==> src/rtl/pipe_occupancy_tracker.sv <==
// Shadow model of a CPU pipeline: tracks instruction word and valid bit per stage
// under stall (bubble insertion) and flush (front-stage kill), plus saturating event counters.
module pipe_occupancy_tracker #(
    parameter int STAGES      = 5,
    parameter int IW          = 32,
    parameter int CNTW        = 16,
    parameter int STALL_POINT = 1,
    parameter int FLUSH_DEPTH = 2
) (
    input  logic                   clock,
    input  logic                   reset,
    input  logic [IW-1:0]          if_instr,
    input  logic                   if_valid,
    input  logic                   stall,
    input  logic                   flush,
    input  logic                   clr,
    output logic [STAGES*IW-1:0]   stage_instr,
    output logic [STAGES-1:0]      stage_valid,
    output logic                   retire_valid,
    output logic [IW-1:0]          retire_instr,
    output logic [4:0]             occupancy,
    output logic [CNTW-1:0]        cycle_cnt,
    output logic [CNTW-1:0]        retired_cnt,
    output logic [CNTW-1:0]        stall_cnt,
    output logic [CNTW-1:0]        flush_cnt
);

    if (STAGES < 2 || STAGES > 16) begin : g_bad_stages
        $error("pipe_occupancy_tracker: STAGES must be 2..16");
    end
    if (STALL_POINT < 1 || STALL_POINT > STAGES - 1) begin : g_bad_stall_point
        $error("pipe_occupancy_tracker: STALL_POINT must be 1..STAGES-1");
    end
    if (FLUSH_DEPTH < 1 || FLUSH_DEPTH > STAGES - 1) begin : g_bad_flush_depth
        $error("pipe_occupancy_tracker: FLUSH_DEPTH must be 1..STAGES-1");
    end

    logic [STAGES-1:0]         valid_q, valid_d;
    logic [STAGES-1:0][IW-1:0] instr_q, instr_d;
    logic [CNTW-1:0]           cycle_q, cycle_d;
    logic [CNTW-1:0]           retired_q, retired_d;
    logic [CNTW-1:0]           stall_q, stall_d;
    logic [CNTW-1:0]           flush_q, flush_d;
    logic [4:0]                occ;

    function automatic logic [CNTW-1:0] sat_inc(input logic [CNTW-1:0] v);
        return (v == {CNTW{1'b1}}) ? v : v + CNTW'(1);
    endfunction

    // Stage 0 is always inside the flush window and always below the stall point.
    always_comb begin
        valid_d = valid_q;
        instr_d = instr_q;
        if (flush) begin
            valid_d[0] = 1'b0;
            instr_d[0] = '0;
        end else if (!stall) begin
            valid_d[0] = if_valid;
            instr_d[0] = if_valid ? if_instr : '0;
        end
        for (int i = 1; i < STAGES; i++) begin
            if ((flush && i < FLUSH_DEPTH) || (!flush && stall && i == STALL_POINT)) begin
                valid_d[i] = 1'b0;
                instr_d[i] = '0;
            end else if (!flush && stall && i < STALL_POINT) begin
                valid_d[i] = valid_q[i];
                instr_d[i] = instr_q[i];
            end else begin
                valid_d[i] = valid_q[i-1];
                instr_d[i] = instr_q[i-1];
            end
        end
    end

    // clr wins over any event in the same cycle.
    always_comb begin
        cycle_d   = '0;
        retired_d = '0;
        stall_d   = '0;
        flush_d   = '0;
        if (!clr) begin
            cycle_d   = sat_inc(cycle_q);
            retired_d = valid_q[STAGES-1] ? sat_inc(retired_q) : retired_q;
            stall_d   = (stall && !flush) ? sat_inc(stall_q) : stall_q;
            flush_d   = flush ? sat_inc(flush_q) : flush_q;
        end
    end

    always_ff @(posedge clock or negedge reset) begin
        if (!reset) begin
            valid_q   <= '0;
            instr_q   <= '0;
            cycle_q   <= '0;
            retired_q <= '0;
            stall_q   <= '0;
            flush_q   <= '0;
        end else begin
            valid_q   <= valid_d;
            instr_q   <= instr_d;
            cycle_q   <= cycle_d;
            retired_q <= retired_d;
            stall_q   <= stall_d;
            flush_q   <= flush_d;
        end
    end

    always_comb begin
        occ = '0;
        for (int i = 0; i < STAGES; i++) begin
            occ = occ + 5'(valid_q[i]);
        end
    end

    assign stage_instr  = instr_q;
    assign stage_valid  = valid_q;
    assign retire_valid = valid_q[STAGES-1];
    assign retire_instr = instr_q[STAGES-1];
    assign occupancy    = occ;
    assign cycle_cnt    = cycle_q;
    assign retired_cnt  = retired_q;
    assign stall_cnt    = stall_q;
    assign flush_cnt    = flush_q;

endmodule

==> config.mk <==
export PLATFORM = sky130hd
export DESIGN_NAME = pipe_occupancy_tracker
export DESIGN_NICKNAME = d
export VERILOG_FILES = /design/src/rtl/pipe_occupancy_tracker.sv
export SDC_FILE = /design/constraint.sdc
export NUM_CORES = 1
export LEC_CHECK = 0
export ABC_AREA = 1
export ABC_CLOCK_PERIOD_IN_PS = 2500
export CORE_MARGIN = 2
export CORE_UTILIZATION = 28
export DETAILED_ROUTE_END_ITERATION = 7
export PLACE_DENSITY_LB_ADDON = 0.15
export SYNTH_ARGS = -nofsm -noshare
export SYNTH_HDL_FRONTEND = slang
export SYNTH_SLANG_ARGS = --single-unit
==> constraint.sdc <==
create_clock -name clock -period 2.5 [get_ports clock]
set_input_delay 0.5 -clock clock [delete_from_list [all_inputs] [get_ports clock]]
set_output_delay 0.5 -clock clock [all_outputs]
set_load 0.1 [all_outputs]
### Yosys cells after proc, flatten, opt, wreduce, memory -nomap -nowiden

Index checks and enable logic that the tools add are counted.

| cells by class | value |
|---|---|
| reductions and logical operators | 9 |
| eq/ne operators | 9 |
| $add $sub $neg | 8 |
| mux-type cells | 18 |

Operators by type and width:

| operator | count |
|---|---|
| $mux W16 | 11 |
| $mux W32 | 4 |
| $add A16 B1 Y16 const B | 4 |
| $eq A16 B16 Y1 const B | 4 |
| $ne A2 B2 Y1 const B | 4 |
| $reduce_and A2 Y1 | 3 |
| $reduce_bool A2 Y1 | 3 |
| $add A4 B1 Y5 | 1 |
| $add A3 B1 Y4 | 1 |
| $add A2 B1 Y3 | 1 |
| $mux W1 | 3 |
| $add A1 B1 Y2 | 1 |
| $ne A2 B1 Y1 const B | 1 |
| $logic_and A1 B1 Y1 | 1 |
| $logic_not A1 Y1 | 1 |
| $logic_or A1 B1 Y1 | 1 |

| storage, ports and cells | value |
|---|---|
| bits of input ports | 38 |
| register bits after elaboration | 229 |
| logic and storage cells | 55 |
| output and inout port bits | 267 |

### Depth between registers and ports, before layout

Gate-level depths: netlist of run 1.

| depth | value |
|---|---|
| depth after elaboration | 4 |
| mapped depth | 10 |
| mapped depth without buffers | 10 |

### Worst setup path after synthesis of run 1

OpenSTA, ideal clock, no wires.

| timing path | value |
|---|---|
| path kind | reg2out |
| start point | reg valid_q[0] (netlist: stage_valid[0]) |
| end point | out occupancy[1] |
| buffers on the path | 0 |
| arrival | 3044 ps |
| setup slack | -1044 ps |
| stages on the path, launching flop included | 5 |
| path through | dfrtp_1 ha_1 fa_1 ha_1 fa_1 |

| on the way | value |
|---|---|
| longest elaborated chain between the ends | 4 |

RTL lines:

| element | RTL line | text |
|---|---|---|
| start: declaration | 38 | `logic [STAGES-1:0] valid_q, valid_d;` |
| start signal: assignment | 98 | `valid_q <= valid_d;` |
| $add A1 B1 Y2 | 110 | `occ = occ + 5'(valid_q[i]);` |
| $add A2 B1 Y3 | 110 |  |
| $add A3 B1 Y4 | 110 |  |
| $add A4 B1 Y5 | 110 |  |
| end: declaration | 21 | `output logic [4:0] occupancy,` |

Every way passes these cells.

### Worst setup path in the final report of run 1

Same ends and word-level chain as after synthesis.

==> results summary, run 1 <==
The net count reported at finish is 1227. The highest ir drop seen on vdd is approximately 500 uV. The number of pins exceeding their max-slew limit in the final report is 0. The number of synthesized register bits is 229.

The post-placement worst setup slack came out at -68.52 ps. The part of the Yosys area used for sequential elements came out at 0.5901. Measured along the y axis, the die boundary spans approximately 190 microns. dfrtp_1 is the most common cell in the netlist. The number of failing hold endpoints at the final stage came out at 0.

The count of nets left with antenna violations once routing finished came out at 0. Counting flops with a built-in enable in the synthesized netlist gives 0. After synthesis, the mean cell area works out to slightly below 10 sq um. The number of antenna violations at the first check in global routing came to 1. The share of the synthesized area in the top cell type is 0.5901. The first global-routing pass estimated around 40000 microns of wire.

The sequential cell area is 5734 sq um. The antenna diode instance count is 0. The first routing iteration left 298 violations. The share of cells above drive strength 1 is 0.3028. Sorting the synthesized cells by how often they occur yields 229 x dfrtp_1, 194 x nand2_1, 134 x buf_4, 87 x nor2_1, 82 x inv_1.

The CTS tree is yes. Broken down by cell family, the worst path's largest delay share belongs to adder cells. The launch point of the critical path is stage_valid[0].

The total iterations of the first detailed-routing run came out at 5. The number of H-tree levels is 1. The class of the worst hold path is register to register.

The required time at the endpoint of the critical path came out at about 2000 ps. Clock tree synthesis inserted a total of 28 buffers. The detailed-route vias per instance is approximately 4.2.

For the worst-skew pair, the clock arrives at the later sink with an insertion delay of around 530 ps. Buffers placed on the I/O ports in this run total roughly 300. The data arrival time of the critical path is between 2000 and 3000 ps.

The number of buffers on the longest clock path came out at 3. The HPWL after detailed placement came out at 18180 microns. The run finished, with violations left.

In this run the critical register-to-register path is captured at retired_cnt[15]. Dividing total power by cell area gives a power density of between 600 and 700 nW/um^2. The global-route usage over all layers came out at 0.1399. The post-synthesis async set-or-reset flop share came out at 1.000.

The area added between synthesis and finish is 30.80%. The gate count of the mapped netlist is about 990. In this run the count of I/O pins placed on the die edge is approximately 310. By area the synthesized netlist is led by dfrtp_1 59%, buf_4 10%, nand2_1 7.5%. Summing every instance area after synthesis gives 9712 sq um. In the routed design, unresolved DRC markers number 0.

CTS placed an instance of clkbuf_16 at the clock tree root. The minimum setup slack in the final design is -615.6 ps. The routed length per placed instance came out at 15.50 microns. The max-cap violation count is 0.

The number of warnings printed during yosys synthesis is 0. The worst register-to-register path has a depth of 9. Setup repair after global routing could not meet its margin everywhere.

The core region is about 34000 sq um. The number of buffer and inverter instances along the worst setup path is 1. The worst setup path is captured at an output port. Across all layers, the routed design uses around 7000 vias.

The reg-to-reg critical path startpoint is retired_cnt[0]. The worst setup path is launched from a register. The end point of the critical path is occupancy[1]. The via count of the first global-routing pass was approximately 6900. The die area came out at 36190 sq um. Global routing finished with a remaining overflow of 0.

The worst setup path is of the register to output port kind. The minimum clock period came out at between 3000 and 4000 ps. The largest net degree at the start of global routing is 66.

The worst hold slack came out at between 300 and 400 ps. Setup violations remaining at the end of the flow were counted as 3. The ratio of final minimum period to clock period came out at 1.246.

The largest fanout on the critical path came out at 2. The largest incremental delay on the critical path came out at approximately 560 ps. The starting utilization of the core area came out at 0.2825. The placement row count came out at 68. The area used by multi-input combinational logic is approximately 2600 sq um. On the final layout, the worst clock skew is approximately 6.5 ps. For flop-to-flop paths, the worst setup slack is ~700 ps. The tree built by TritonCTS fans out to roughly 230 sinks. The leakage power is between 0.006 and 0.007 uW.

The total wirelength of the detailed-routed design is around 26000 microns. The timing-limited maximum frequency came out at 321.0 MHz. The slew at the pin closest to its max-slew limit came out at roughly 500 ps.

Among all flip-flop cells after synthesis, the most frequent one is dfrtp_1. The slowest stage of the critical path is the fa_2 cell. Counting buffers and inverters, the worst setup path is 5 cells deep.

The layout has about 3600 filler cells. The placer congestion estimate is around 0.76. The final reports fail on setup timing. Summed over all instances, the cell type with the most area after synthesis is dfrtp_1. The clock transition time at the flip-flop clock pins of the worst setup and hold paths came out at approximately 60 ps.

Once layout is complete, the utilization of the core stands at 0.3696. Measured along the x axis, the die boundary spans approximately 190 microns. The count of cell types in the netlist came out at 33.

The signal on the critical path passes through ha_4, fa_1, ha_2, fa_2, buf_12. The worst relative slew slack came out at 0.6668.
-- repair_timing --
action	4_1_cts	5_1_grt
resized for setup	0	0
endpoints found under the hold margin	35	0
endpoints found under the setup margin	3	3
pin swaps	0	0
setup buffers	0	0
hold buffers	1	0
-- registers in the layout, summed over array words and instances (netlist names) --
signal        count
retired_cnt      16
stall_cnt        16
stage_instr     128
retire_instr     32
stage_valid       5
cycle_cnt        16
flush_cnt        16
-- layer usage --
layer | vias up | GRT usage | wire, microns
li1 | 3385 | - | -
met3 | 37 | 0.03570 | 1856
met5 | - | 0 | 13
met2 | 210 | 0.2229 | 11860
met4 | 2 | 0.03846 | 639
met1 | 3339 | 0.1889 | 11310
-- kinds of logic after synthesis --
| family | after synthesis | share of synthesized area |
|---|---|---|
| other cells | 1 | 0.0003861 |
| simple gates | 414 | 0.1904 |
| xor+xnor | 16 | 0.01443 |
| fa+ha+maj | 8 | 0.01185 |
| compound gates | 79 | 0.04432 |
| flops | 229 | 0.5901 |
| buf+inv | 242 | 0.1485 |
-- cells in the final DEF (no fill, tap or decap), types with 5 or more instances in the layout --
master / count
nand2_1: 194
dfrtp_1: 228
clkbuf_1: 7
nor2_1: 86
clkdlybuf4s50_1: 36
clkbuf_16: 29
nand4_1: 20
inv_1: 82
xor2_1: 14
o21ai_0: 57
buf_4: 273
nand3_1: 79
nor3_1: 5
nor2_2: 8
buf_12: 8
a21oi_1: 7
o21bai_1: 6
nor2_4: 6
clkinv_2: 6
-- report_power, final --
| part | internal [uW] | leakage (uW) | switching, uW | total [uW] |
|---|---|---|---|---|
| sequential | 3770 | 0.00317 | 46.5 | 3820 |
| clock | 2440 | 0.000455 | 1570 | 4020 |
| combinational | 211 | 0.00286 | 801 | 1010 |
| total | 6430 | 0.00649 | 2420 | 8850 |
-- worst min path at each step --
stage | endpoint | cells after the start | startpoint | slack, ps
final | stage_instr[124] | 0 | stage_instr[92] | 370
after detailed placement | stage_instr[124] | 0 | stage_instr[92] | 360
after CTS | retire_instr[8] | 0 | stage_instr[104] | 370
after global placement | retire_instr[22] | 0 | stage_instr[118] | 360
after global routing | retire_instr[8] | 0 | stage_instr[104] | 380
after floorplan | cycle_cnt[0] | 0 | reset | 200
-- final cells by class --
type,count,area share
sequential,229,0.4514
multi-input combinational,519,0.2021
timing repair buffer,319,0.2043
clock buffer,40,0.06353
tap,455,0.04481
clock inverter,11,0.009061
inverter,84,0.02482
-- worst register-to-register path, stage by stage (launching register included) --
cell and delay (ps):
dfrtp_1 420, ha_1 250, nand3_2 110, inv_1 40
nand2_1 110, nor2_4 60, nor2_2 370, buf_4 230
nand4_1 80, nand2_1 60
-- metrics by stage --
| step | TNS (ps) | power [uW] | cells | instance area, sq um |
|---|---|---|---|---|
| floorplan | -512.9 | 4592 | 990 | 9737 |
| global placement | -77.71 | 4910 | 1605 | 11770 |
| CTS | -1392 | 9020 | 1657 | 12700 |
| global route | -1444 | 9178 | 1657 | 12700 |
| finish | -1267 | 8846 | 1657 | 12700 |
| detailed placement | -68.52 | 4910 | 1605 | 11770 |
No activity file was read; power rests on OpenSTA's default activity.
==> inputs of run 2 (changes only) <==
Settings changed: GPL_ROUTABILITY_DRIVEN from default to 1, SLEW_MARGIN from default to 20.
==> results of run 2 <==
Final layout, timing and power as in run 1 (identical DEF).
